`src/rtl/parking_gate_controller.sv`:
```
// rtl/parking_gate_controller.sv - single-lane parking gate controller with free-space counter
module parking_gate_controller #(
  parameter logic [7:0] CAPACITY    = 8'd200,
  parameter logic [7:0] GATE_CYCLES = 8'd4
) (
  input  logic       clk,
  input  logic       reset,
  input  logic       entry,
  input  logic       exit,
  output logic [7:0] parking_capacity,
  output logic       entry_gate,
  output logic       exit_gate,
  output logic       entry_ack,
  output logic       exit_ack,
  output logic       entry_reject,
  output logic       exit_reject,
  output logic       full
);

  typedef enum logic [1:0] {
    IDLE       = 2'd0,
    ENTRY_OPEN = 2'd1,
    EXIT_OPEN  = 2'd2
  } state_t;

  state_t     state;
  state_t     state_next;
  logic [7:0] timer;
  logic [7:0] timer_next;
  logic [7:0] capacity_next;
  logic       entry_ack_next;
  logic       exit_ack_next;
  logic       entry_reject_next;
  logic       exit_reject_next;
  logic       exit_accept;
  logic       timer_done;

  // An exit is only legal while at least one car is parked.
  assign exit_accept = exit && (parking_capacity < CAPACITY);
  assign timer_done  = (timer == (GATE_CYCLES - 8'd1));

  // Full is decoded straight from the registered free-space count.
  assign full = (parking_capacity == 8'd0);

  // Next-state, counter and pulse decisions; only IDLE looks at the requests.
  always_comb begin
    state_next        = state;
    timer_next        = timer;
    capacity_next     = parking_capacity;
    entry_ack_next    = 1'b0;
    exit_ack_next     = 1'b0;
    entry_reject_next = 1'b0;
    exit_reject_next  = 1'b0;
    case (state)
      IDLE: begin
        timer_next = 8'd0;
        if (exit_accept) begin
          // Exit wins; a simultaneous entry is left pending for the next IDLE cycle.
          state_next    = EXIT_OPEN;
          capacity_next = parking_capacity + 8'd1;
          exit_ack_next = 1'b1;
        end else begin
          if (exit) begin
            exit_reject_next = 1'b1;
          end
          if (entry) begin
            if (parking_capacity != 8'd0) begin
              state_next     = ENTRY_OPEN;
              capacity_next  = parking_capacity - 8'd1;
              entry_ack_next = 1'b1;
            end else begin
              entry_reject_next = 1'b1;
            end
          end
        end
      end
      ENTRY_OPEN, EXIT_OPEN: begin
        // Requests are ignored while a gate is open; the timer counts open cycles.
        if (timer_done) begin
          state_next = IDLE;
          timer_next = 8'd0;
        end else begin
          timer_next = timer + 8'd1;
        end
      end
      default: begin
        state_next = IDLE;
        timer_next = 8'd0;
      end
    endcase
  end

  // State, timer, free-space count and all registered outputs.
  always_ff @(posedge clk) begin
    if (reset) begin
      state            <= IDLE;
      timer            <= 8'd0;
      parking_capacity <= CAPACITY;
      entry_gate       <= 1'b0;
      exit_gate        <= 1'b0;
      entry_ack        <= 1'b0;
      exit_ack         <= 1'b0;
      entry_reject     <= 1'b0;
      exit_reject      <= 1'b0;
    end else begin
      state            <= state_next;
      timer            <= timer_next;
      parking_capacity <= capacity_next;
      entry_gate       <= (state_next == ENTRY_OPEN);
      exit_gate        <= (state_next == EXIT_OPEN);
      entry_ack        <= entry_ack_next;
      exit_ack         <= exit_ack_next;
      entry_reject     <= entry_reject_next;
      exit_reject      <= exit_reject_next;
    end
  end

endmodule
```
`config.mk`:
```
export PLATFORM = sky130hd
export DESIGN_NAME = parking_gate_controller
export DESIGN_NICKNAME = d
export VERILOG_FILES = /design/src/rtl/parking_gate_controller.sv
export SDC_FILE = /design/constraint.sdc
export NUM_CORES = 1
export LEC_CHECK = 0
export BUFFER_PORTS_ARGS = -buffer_cell sky130_fd_sc_hd__buf_2
export CORE_ASPECT_RATIO = 0.75
export CORE_MARGIN = 3
export CORE_UTILIZATION = 40
export DETAILED_ROUTE_END_ITERATION = 8
export SETUP_SLACK_MARGIN = 0.1
export SLEW_MARGIN = 30
export SYNTH_ARGS = -nofsm -noshare
export SYNTH_HDL_FRONTEND = slang
export SYNTH_SLANG_ARGS = --single-unit
```
`constraint.sdc`:
```
create_clock -name clk -period 2.94 [get_ports clk]
set_input_delay 0.294 -clock clk [delete_from_list [all_inputs] [get_ports clk]]
set_output_delay 0.294 -clock clk [all_outputs]
set_load 0.01 [all_outputs]
```
* Word-level counts from Yosys, hierarchy flattened
Index checks and enable logic that the tools add are counted.
** Storage, ports and cells
- Flip-flop bits (word level) :: 24
- Bits in latches :: 0
- Bits in writable memories :: 0
- ROM bits :: 0
- Input port bits :: 4
- Output and inout port bits :: 15
- Word-level logic and storage cells :: 45
- Memories kept :: 0
** Cells by class
- Add/sub/neg operators :: 3
- Multiply operators :: 0
- Divide/modulo/power cells :: 0
- Magnitude comparators :: 1
- Equal/unequal tests :: 5
- Shift operators :: 0
- Mux-type cells :: 12
- Bitwise gates (word level) :: 3
- Reductions and logical operators :: 12
** Operators by type and width (count)
- two-way mux 8 bit :: 3
- adder 8 x 1 -> 8 bit (second input constant) :: 2
- equality test 8 x 2 -> 1 bit (second input constant) :: 1
- zero test 8 bit :: 1
- < comparator 8 bit (second input constant) :: 1
- two-way mux 2 bit :: 4
- nonzero test 8 bit :: 1
- subtractor 8 x 1 -> 8 bit (second input constant) :: 1
- OR reduction 3 bit :: 2
- equality test 2 x 1 -> 1 bit (second input constant) :: 2
- equality test 2 bit (second input constant) :: 2
- two-way mux 1 bit :: 4
- case mux 2 bit (2 select lines) :: 1
- nonzero test 2 bit :: 2
- OR reduction 2 bit :: 2
- OR reduction 4 bit :: 1
- inverter 1 bit :: 3
- AND reduction 3 bit :: 1
- zero test 2 bit :: 1
- logical AND 1 bit :: 1

* Depth between registers and ports, before layout
Gate-level depths: netlist (run 1).
- Word-level depth :: 6
- Depth in mapped cells :: 9

* Least setup slack after synthesis (run 1)
No wires, ideal clock.
- Path kind :: reg2reg
- Start :: register parking_capacity[3]
- End :: register parking_capacity[7]
- Data arrival time :: 2.471 ns
- Data required time :: 2.818 ns
- Slack :: 0.347 ns
- Cell stages (with the launch flop) :: 10
- Path buffers :: 0
- Path through :: dfxtp_1 nor3_1 o21a_1 inv_1 ha_1 a21oi_1 a211oi_1 or3_1 a21o_1 a221o_1
** Between the ends
- Longest elaborated chain between the ends :: 4
- Elaborated cells between the ends (all ways) :: 11
- Those cells by class :: 2 x add/sub; 1 x order compare; 3 x mux; 5 x reduce/logical
** RTL lines
- start: declaration :: line 10 : output logic [7:0] parking_capacity,
- start signal: assignment :: line 108 : parking_capacity <= capacity_next;
- subtractor 8 x 1 -> 8 bit or < comparator 8 bit (tied branches) :: line 69, 39
- two-way mux 8 bit or logical AND 1 bit (tied branches) :: line 67, 39
- two-way mux 8 bit or nonzero test 2 bit (tied branches)
- two-way mux 8 bit or AND reduction 3 bit (tied branches)
Parallel ways exist; a longest one is shown, timed or not. The select of a mux whose other input is x is not followed.
A chain may end at the register's enable or synchronous reset.

* Worst setup path in the final report (run 1)
Same ends and word-level chain as after synthesis.

==> results.md, run 1 <==
* Final Critical Period at around 2600 ps
* Final slew viol count at 0
* First drt pass iteration count at 4
* Total CTS buffers at 3
* Worst-path fanout max at 5
* Slew margin rel. at 0.593
* # H-tree levels at 1
* Dpl ws at 166 ps
* CP arrival at about 2800 ps
* Synth Warn # at 0
* CTS clk-pin slew, worst paths at 80 ps
* Post-DRT Antenna Nets at 0
* Hold Vio Cnt, Final at 0
* GPL Wtd Cong at 0.825
* Fin Setup TNS at 0 ps
* Reg2Reg Depth at 10
* Max cap viols at 0
* XOR/XNOR Fraction of Synth Area at 0.0920
* Setup Viol. Count Final at 0
* Top Ports at 19
* Die X at between 70 and 80 µm
* Flop-to-flop setup slack at ~300 ps
* Crit. Startpoint: parking_capacity[3]
* Setup CP Type: flop to flop
* First-pass GRT wire length at 4090 µm
* DRC violations left at 0
* Height of the die at 54.2 µm
* Ys flop type: dfxtp_1
* Syn_nets at 147
* Final instance area at between 1000 and 1500 µm²
* IO Port Bufs at 18
* Mapped cell area at 1240 µm²
* DP HPWL at 1840 µm
* Number of diodes at 0
* Largest family of logic cells by synthesized area: simple AND/OR/NAND/NOR gates
* Synth Area in Compound Gates at 0.157
* R2r endpoint: parking_capacity[7]
* Min setup slack post-route at around 290 ps
* Number of fill cells at 263
* Vias in the first global route at 890
* Worst Setup Start Kind: flop
* Seq cells post-synth at 24
* Clk_skew at 2.40 ps
* Post-synth ARST share at 0
* Actual slew at the worst max-slew pin at approximately 610 ps
* Clk sinks at 24
* Yosys top cell by area: dfxtp_1
* Clock latency on the worst-skew pair at 260 ps
* Status: finished clean
* Leak Pwr at 0.626 nW
* Layout cells sized above 1 at 0.234
* R2R Path Start: parking_capacity[3]
* Hold crit path type: input pin to flop
* Syn-to-layout area delta at 17.1%
* Mapped Cells at 133
* RSZ-0062 raised after global routing: false
* Die ar. at 3800 µm²
* Worst setup EP type: flop
* Vias per cell at 5.18
* Grt total ovfl at 0
* Site Rows at 16
* CTS tree: yes
* Post-CTS Hold Buffers at 0
* Synth top area cells: dfxtp_1 39%, ha_1 9.1%, nor2_1 5.5%
* Seq/Total Area, Yosys at 0.388
* DR vias at 985
* Post-synth top area share at 0.388
* Fmax at 0.378 GHz
* Number of synthesized flops with an enable pin at 0
* Clock Path Buffers at 2
* Initial Utilization at 0.445
* Synth Area in Simple Gates at 0.201
* Req. time, crit path at 3090 ps
* Crit path to: parking_capacity[7]
* Core Region at 2780 µm²
* Nets at between 150 and 200
* Avg Cell Area, Syn at 9.30 µm²
* Mux cell area share after synthesis at 0.0243
* Tcrit/Tclk final at 0.901
* Post-placement cell area at ~1400 µm²
* Final wirelength at 2390 µm
* Commonest cells in the netlist: 24 x dfxtp_1, 18 x nor2_1, 10 x nand2_1, 9 x ha_1, 7 x xnor2_1
* Count leader, synth: dfxtp_1
* VDD IR-drop max at around 0.55 mV
* Routed length per instance at between 10 and 15 µm
* Synth cell types at 37
* Synth Area in Adders at 0.107
* Total Power at roughly 1.6 mW
* Initial DRC Count at 50
* Root buffer cell: clkbuf_8
* Total GRT Usage at 0.141
* Largest net degree at the start of global routing at 14
* Pwr/cell area at 1110 nW/µm²
* Antenna violations before repair at 0
==> area by class of cell <==
cell class	count	area (µm²)	share of cell area
clock buffers	4	55.1	0.0380
inverters	5	22.5	0.0155
multi-input cells	101	741	0.511
flip-flops and latches	24	480	0.332
well taps	36	45.0	0.0311
repair buffers	20	105	0.0725
==> cell families (layout without fill, tap and decap cells) <==
kind of cell / Yosys count / count (layout)
xor gates and xnor gates: 13 / 13
AOI/OAI and AO/OA: 27 / 27
DFF: 24 / 24
adders and majority gates: 10 / 10
and+or+nand+nor: 48 / 48
muxes: 3 / 3
buffers and inverters: 8 / 29
==> worst min-delay path by stage <==
stage / start / end / slack, ps / cells past startpoint
after floorplan: exit / exit_reject / 420 / 1
after global placement: timer[0] / timer[0] / 430 / 1
after detailed placement: timer[0] / timer[0] / 450 / 1
after CTS: entry / entry_reject / 280 / 2
after global routing: entry / entry_reject / 280 / 2
final: entry / entry_reject / 290 / 2
==> stage by stage <==
stage	util	hold WS, ps	std cells
finish	0.521	289	190
global route	0.521	285	190
CTS	0.509	283	189
detailed placement	0.489	449	185
global placement	0.489	432	185
floorplan	-	416	133
==> registers in the layout, summed over array words and instances (netlist names) <==
signal / count
exit_gate: 1
timer: 8
parking_capacity: 8
entry_reject: 1
state: 2
entry_ack: 1
exit_reject: 1
entry_gate: 1
exit_ack: 1
==> per-layer routing <==
layer | wire, µm | GRT usage | up-vias
met3 | 119 | 0.0485 | 2
met2 | 961 | 0.217 | 19
met5 | 0 | 0 | -
met1 | 1300 | 0.192 | 454
met4 | 8 | 0.0287 | 0
li1 | - | - | 510
==> critical path, stage by stage (launching register included) <==
cell and delay [ps]:
dfxtp_1 370, nor3_4 210, o21a_2 210, clkinvlp_4 160
buf_4 170, ha_1 310, a21oi_1 130, o21ai_0 130
or3_1 330, a21o_1 190, a221o_1 330
==> cells in the final DEF, fill, tap and decap left out, types with 5 or more instances in the layout <==
master,n
nor2_1,18
nand2_1,10
buf_2,18
xor2_1,6
xnor2_1,7
o211ai_1,5
dfxtp_1,24
ha_1,9
==> power by group <==
group          switching [mW]  internal (mW)  total (mW)
logic                   0.487          0.410       0.897
clock network          0.0966          0.119       0.216
registers              0.0883          0.411       0.499
total                   0.672          0.940        1.61
==> what timing repair did <==
item | in CTS | in global routing
setup endpoints to repair | 0 | 1
buffers inserted | 0 | 1
gates resized for setup | 0 | 6
(Power assumes the default switching activity.)
==> run 2: changes to the inputs <==
--- a/config.mk
+++ b/config.mk
@@ -5,11 +5,13 @@
 export SDC_FILE = /design/constraint.sdc
 export NUM_CORES = 1
 export LEC_CHECK = 0
+export ABC_AREA = 1
 export BUFFER_PORTS_ARGS = -buffer_cell sky130_fd_sc_hd__buf_2
 export CORE_ASPECT_RATIO = 0.75
 export CORE_MARGIN = 3
 export CORE_UTILIZATION = 40
 export DETAILED_ROUTE_END_ITERATION = 8
+export REMOVE_ABC_BUFFERS = 1
 export SETUP_SLACK_MARGIN = 0.1
 export SLEW_MARGIN = 30
 export SYNTH_ARGS = -nofsm -noshare
==> run 2 against run 1 <==
Effect of this change:
- synthesized cell count is 23% higher
- register-to-register slack better by 630 ps
- final area is 0.78% lower
==> results.md, run 2 <==
* Max cap viols at 0
* Grt total ovfl at 0
* Clk sinks at 24
* First-pass GRT wire length at 4480 µm
* Slew margin rel. at 0.778
* GPL Wtd Cong at ~0.84
* CP Cell Sequence: nor2_4, nand2_1, nand2_1, nand2_4, ha_1, or2_2, nand3b_1, nand2_1, nand2_1, nand4_1, nand3_1, nand2_1
* IO Port Bufs at 18
* Yosys top cell by area: dfxtp_1
* Die X at 70.8 µm
* Hold Vio Cnt, Final at 0
* DRC violations left at 0
* CTS clk-pin slew, worst paths at 80 ps
* Worst-path fanout max at 13
* Hold crit path type: input pin to flop
* Req. time, crit path at 3110 ps
* Commonest cells in the netlist: 30 x nand2_1, 24 x dfxtp_1, 23 x nor2_1, 18 x inv_1, 12 x nand3_1
* Sw frac at 0.453
* Height of the die at 54.6 µm
* Total GRT Usage at 0.148
* Commonest non-fill, non-tap cell in the layout: nand2_1
* DP HPWL at 1990 µm
* Site Rows at 16
* Die ar. at 3870 µm²
* R2R Path Start: parking_capacity[4]
* DR vias at between 1000 and 1500
* Root buffer cell: clkbuf_8
* Final slew viol count at 0
* Final instance area at 1440 µm²
* Synth cell types at 22
* Mapped Cells at approximately 160
* Post-CTS Hold Buffers at 0
* Slowest stage delay, CP at 370 ps
* Antenna violations before repair at 0
* Synth Warn # at 0
* Avg Cell Area, Syn at a little under 8 µm²
* Pint at a little over 0.8 mW
* Number of synthesized flops with an enable pin at 0
* First drt pass iteration count at 4
* Actual slew at the worst max-slew pin at 331 ps
* CP max stage cell: dfxtp_1
* Syn-to-layout area delta at 14.0%
* Total CTS buffers at 3
* Final Critical Period at 2010 ps
* Seq cells post-synth at 24
* Setup Viol. Count Final at 0
* Count leader, synth: nand2_1
* Setup CP Type: flop to flop
* Min Hold Slack at 296 ps
* Nets at between 200 and 250
* Largest regs: parking_capacity: 8 flops, timer: 8 flops, state: 2 flops
* Most frequent cells in the layout: 30 x nand2_1, 24 x dfxtp_1, 23 x nor2_1
* Seq/Total Area, Yosys at 0.381
* Cell mode on critical path: nand2_1
* Clock share of power at 0.125
* Ys flop type: dfxtp_1
* Seq pwr share at 0.326
* Fin Setup TNS at 0 ps
* Post-synth top area share at 0.381
* # H-tree levels at 1
* Final wirelength at 2560 µm
* Post-DRT Antenna Nets at 0
* Mapped cell area at 1260 µm²
* Min-Delay Startpoint: exit
* Status: finished clean
* Post-placement cell area at around 1400 µm²
* Core Region at 2800 µm²
* Routed length per instance at 11.6 µm
* Initial Utilization at 0.450
* Worst Setup Start Kind: flop
* Leak Pwr at approximately 0.69 nW
* Comb pwr share at 0.549
* Vias in the first global route at 1002
* Sw Pwr at 0.689 mW
* RSZ-0062 raised after global routing: false
* Pwr/cell area at 1060 nW/µm²
* Fmax at 0.497 GHz
* Post-synth ARST share at 0
* CTS tree: yes
* Postcts setup bufs at 0
* Crit. Startpoint: parking_capacity[4]
* VDD IR-drop max at 0.414 mV
* Synth top area cells: dfxtp_1 38%, ha_1 8.9%, nand2_1 8.9%
* Vias per cell at 4.71
* CP arrival at approximately 2200 ps
* Number of diodes at 0
* Clock Path Buffers at 2
* Layout cells sized above 1 at 0.195
* Clk_skew at 5.45 ps
* Clock latency on the worst-skew pair at 260 ps
* Tcrit/Tclk final at 0.685
* Largest net degree at the start of global routing at 14
* Worst setup EP type: flop
* Initial DRC Count at 32
* Post-CTS Resized at 0
* Top Ports at 19
run 2: path summary, 6_finish.rpt:
path                         endpoint  slack (ps)  depth (start not counted)
setup reg to reg  parking_capacity[7]         930                         12
hold / removal            exit_reject         300                          3
setup / recovery  parking_capacity[7]         930                         12
hold reg to reg              timer[0]         480                          1
run 2: kinds of logic (layout without fill, tap and decap cells):
kind of cell	Yosys count	after routing	synth area share
AOI/OAI and AO/OA	17	17	0.0853
xor gates and xnor gates	8	8	0.0556
adders and majority gates	10	10	0.105
buffers and inverters	18	39	0.0536
DFF	24	24	0.381
and+or+nand+nor	87	87	0.319
run 2: layout make-up:
class / instances / area, µm²
Inverter: 18 / 67.6
Multi-Input combinational cell: 122 / 713
Fill cell: 288 / 1370
Timing Repair Buffer: 18 / 90.1
Tap cell: 36 / 45.0
Clock buffer: 3 / 41.3
Sequential cell: 24 / 480
run 2: per-stage QoR:
stage,setup slack [ps],cells,util,power (mW)
3_5_place_dp,940,218,0.498,1.33
5_1_grt,733,221,0.513,1.69
6_report,926,221,0.513,1.52
3_3_place_gp,1000,218,0.498,1.32
2_1_floorplan,1050,164,-,1.13
4_1_cts,922,221,0.513,1.53
run 2: worst max-delay path: cells and delay by family (launching register included):
kind,cells,cell delay [ps]
flip-flops,1,370
adder cells (fa/ha/maj),1,340
AND/OR/NAND/NOR,11,1200
run 2: routing by layer:
metal / vias up / track usage / wire length, µm
li1: 567 / - / -
met5: - / 0 / 0
met1: 449 / 0.204 / 1420
met3: 2 / 0.0495 / 133
met2: 22 / 0.228 / 999
met4: 0 / 0.0281 / 8
run 2: power groups by stage:
stage	Combinational (mW)	Sequential, mW	Clock (mW)
CTS	0.835	0.496	0.201
finish	0.834	0.496	0.191
floorplan	0.613	0.521	0
global placement	0.824	0.498	0
global route	0.971	0.506	0.208
detailed placement	0.831	0.504	0
==> run 3: changes to the inputs <==
--- a/config.mk
+++ b/config.mk
@@ -5,7 +5,7 @@
 export SDC_FILE = /design/constraint.sdc
 export NUM_CORES = 1
 export LEC_CHECK = 0
-export ABC_AREA = 1
+export ABC_AREA = 0
 export BUFFER_PORTS_ARGS = -buffer_cell sky130_fd_sc_hd__buf_2
 export CORE_ASPECT_RATIO = 0.75
 export CORE_MARGIN = 3
==> constraint.sdc (replaced) <==
create_clock -name clk -period 1.6 [get_ports clk]
set_input_delay 0.16 -clock clk [delete_from_list [all_inputs] [get_ports clk]]
set_output_delay 0.16 -clock clk [all_outputs]
set_load 0.01 [all_outputs]
==> run 3 against run 2 <==
Effect of this change:
- the run now ends with negative setup slack left
- total power grew to 2.9 times the previous value
- clock-buffer cell count is 1 higher
- core utilization grew 21 points
- critical path type unchanged
- critical endpoint unchanged
- largest cell class unchanged
==> results.md, run 3 (synthesized netlist as in run 1, its figures left out) <==
* Status: finished, violations left
* Violated checks: negative setup slack
* Max cap viols at 0
* Die ar. at 3800 µm²
* Final Critical Period at 2360 ps
* Antenna violations before repair at 0
* Layout cells sized above 1 at 0.556
* Largest regs: parking_capacity: 8 flops, timer: 8 flops, state: 2 flops
* CP arrival at 2520 ps
* IO Port Bufs at 18
* Core Region at 2780 µm²
* Syn-to-layout area delta at 62.0%
* Clock share of power at 0.092
* Vias per cell at 5.34
* Comb pwr share at 0.706
* Largest net degree at the start of global routing at 14
* Fin Setup TNS at -6210 ps
* Pint at 2.65 mW
* Grt total ovfl at 0
* # H-tree levels at 1
* DRC violations left at 0
* Number of diodes at 0
* Tcrit/Tclk final at 1.48
* Clock Path Buffers at 2
* Flop-to-flop setup slack at -760 ps
* First drt pass iteration count at 4
* RSZ-0062 raised after global routing: true
* Total GRT Usage at 0.180
* Initial DRC Count at 39
* Total CTS buffers at 3
* Clk_skew at ~1.3 ps
* Worst setup EP type: flop
* Height of the die at 54.2 µm
* Hold Vio Cnt, Final at 0
* Hold Crit Depth at 2
* First-pass GRT wire length at 5380 µm
* Req. time, crit path at between 1500 and 2000 ps
* DR vias at 1239
* Min setup slack post-route at -761 ps
* GPL Wtd Cong at 0.836
* CTS tree: yes
* Site Rows at 16
* Leak Pwr at 0.866 nW
* Min-Delay Startpoint: entry
* Commonest non-fill, non-tap cell in the layout: buf_4
* Post-DRT Antenna Nets at 0
* Vias in the first global route at roughly 1200
* Hold crit path type: input pin to flop
* Pwr/cell area at 2220 nW/µm²
* Seq pwr share at 0.202
* Slew margin rel. at 0.806
* Worst Setup Start Kind: flop
* Sw Pwr at 1.80 mW
* Crit. Startpoint: parking_capacity[3]
* Setup Viol. Count Final at 15
* Final slew viol count at 0
* Top Ports at 19
* CTS clk-pin slew, worst paths at 80 ps
* Root buffer cell: clkbuf_8
* Reg2Reg Depth at 10
* Most frequent cells in the layout: 35 x buf_4, 18 x dfxtp_1, 18 x buf_2
* Setup CP Type: flop to flop
* Die X at 70.2 µm
* Post-CTS Hold Buffers at 0
* Sw frac at 0.405
* Fmax at about 0.42 GHz
* Layout Utilization at 0.720
* Clock latency on the worst-skew pair at 260 ps
* Final wirelength at between 3000 and 4000 µm
* Routed length per instance at 15.5 µm
* Clk sinks at 24
* Nets at ~210
* DP HPWL at around 2400 µm
* VDD IR-drop max at 1.42 mV
* Worst-path fanout max at 5
* R2R Path Start: parking_capacity[3]
* Initial Utilization at 0.445
* Actual slew at the worst max-slew pin at 290 ps
-- run 3: cell types whose count changed in the layout (fill, tap and decap cells not counted), sizes merged, moves of 3 or more --
cell	before	now
buf	18	62
nand2	37	10
inv	18	5
nand3	12	4
nor2	26	18
xnor2	0	7
a21oi	11	5
o211ai	0	6
a21o	0	3
mux2i	0	3
nand4	3	0
nor3	4	1
or2	3	0
-- run 3: what timing repair did --
action	4_1_cts	5_1_grt
gates resized for setup	35	22
buffers inserted	5	7
pin swaps	13	22
endpoints found under the setup margin	22	22
-- run 3: path summary, 6_finish.rpt --
| check | endpoint |
|---|---|
| min reg2reg | timer[0] |
| max | parking_capacity[7] |
| max reg2reg | parking_capacity[7] |
| min | entry_reject |
-- run 3: routing by layer --
layer,global-route usage,up-vias,share of wire
met5,0,-,0
met3,0.0410,6,0.070
met4,0.0287,0,0.013
met1,0.241,594,0.42
met2,0.304,48,0.50
li1,-,591,-
-- run 3: area by class of cell --
| class | instances | area [µm²] |
|---|---|---|
| multi-input cells | 101 | 932 |
| fillers | 203 | 778 |
| flip-flops and latches | 24 | 490 |
| repair buffers | 62 | 463 |
| clock buffers | 4 | 55.1 |
| well taps | 36 | 45.0 |
| inverters | 5 | 18.8 |
-- run 3: critical path, cell delays in order, from the launching register on --
cell and delay (ps):
dfxtp_4 360, nor3_4 200, o21a_1 180, inv_2 90
buf_6 150, ha_4 230, a21oi_2 130, o21ai_1 110
or3_1 340, a21o_1 160, a221o_1 290
-- run 3: metrics by stage --
stage | cells | worst slack, ps | total power [mW] | cell area [µm²] | hold WS, ps
after floorplan | 130 | -993 | 2.11 | 1220 | 232
after global placement | 216 | -781 | 3.06 | 1610 | 418
after detailed placement | 216 | -929 | 3.12 | 1610 | 429
after CTS | 225 | -701 | 3.98 | 1850 | 151
after global routing | 232 | -883 | 4.74 | 2000 | 152
final | 232 | -761 | 4.45 | 2000 | 149
-- run 3: power groups by stage --
| stage | Clock [mW] | Sequential [mW] | Combinational, mW |
|---|---|---|---|
| after global placement | 0 | 0.867 | 2.19 |
| final | 0.408 | 0.900 | 3.15 |
| after floorplan | 0 | 0.950 | 1.16 |
| after detailed placement | 0 | 0.869 | 2.25 |
| after global routing | 0.438 | 0.921 | 3.38 |
| after CTS | 0.414 | 0.878 | 2.69 |
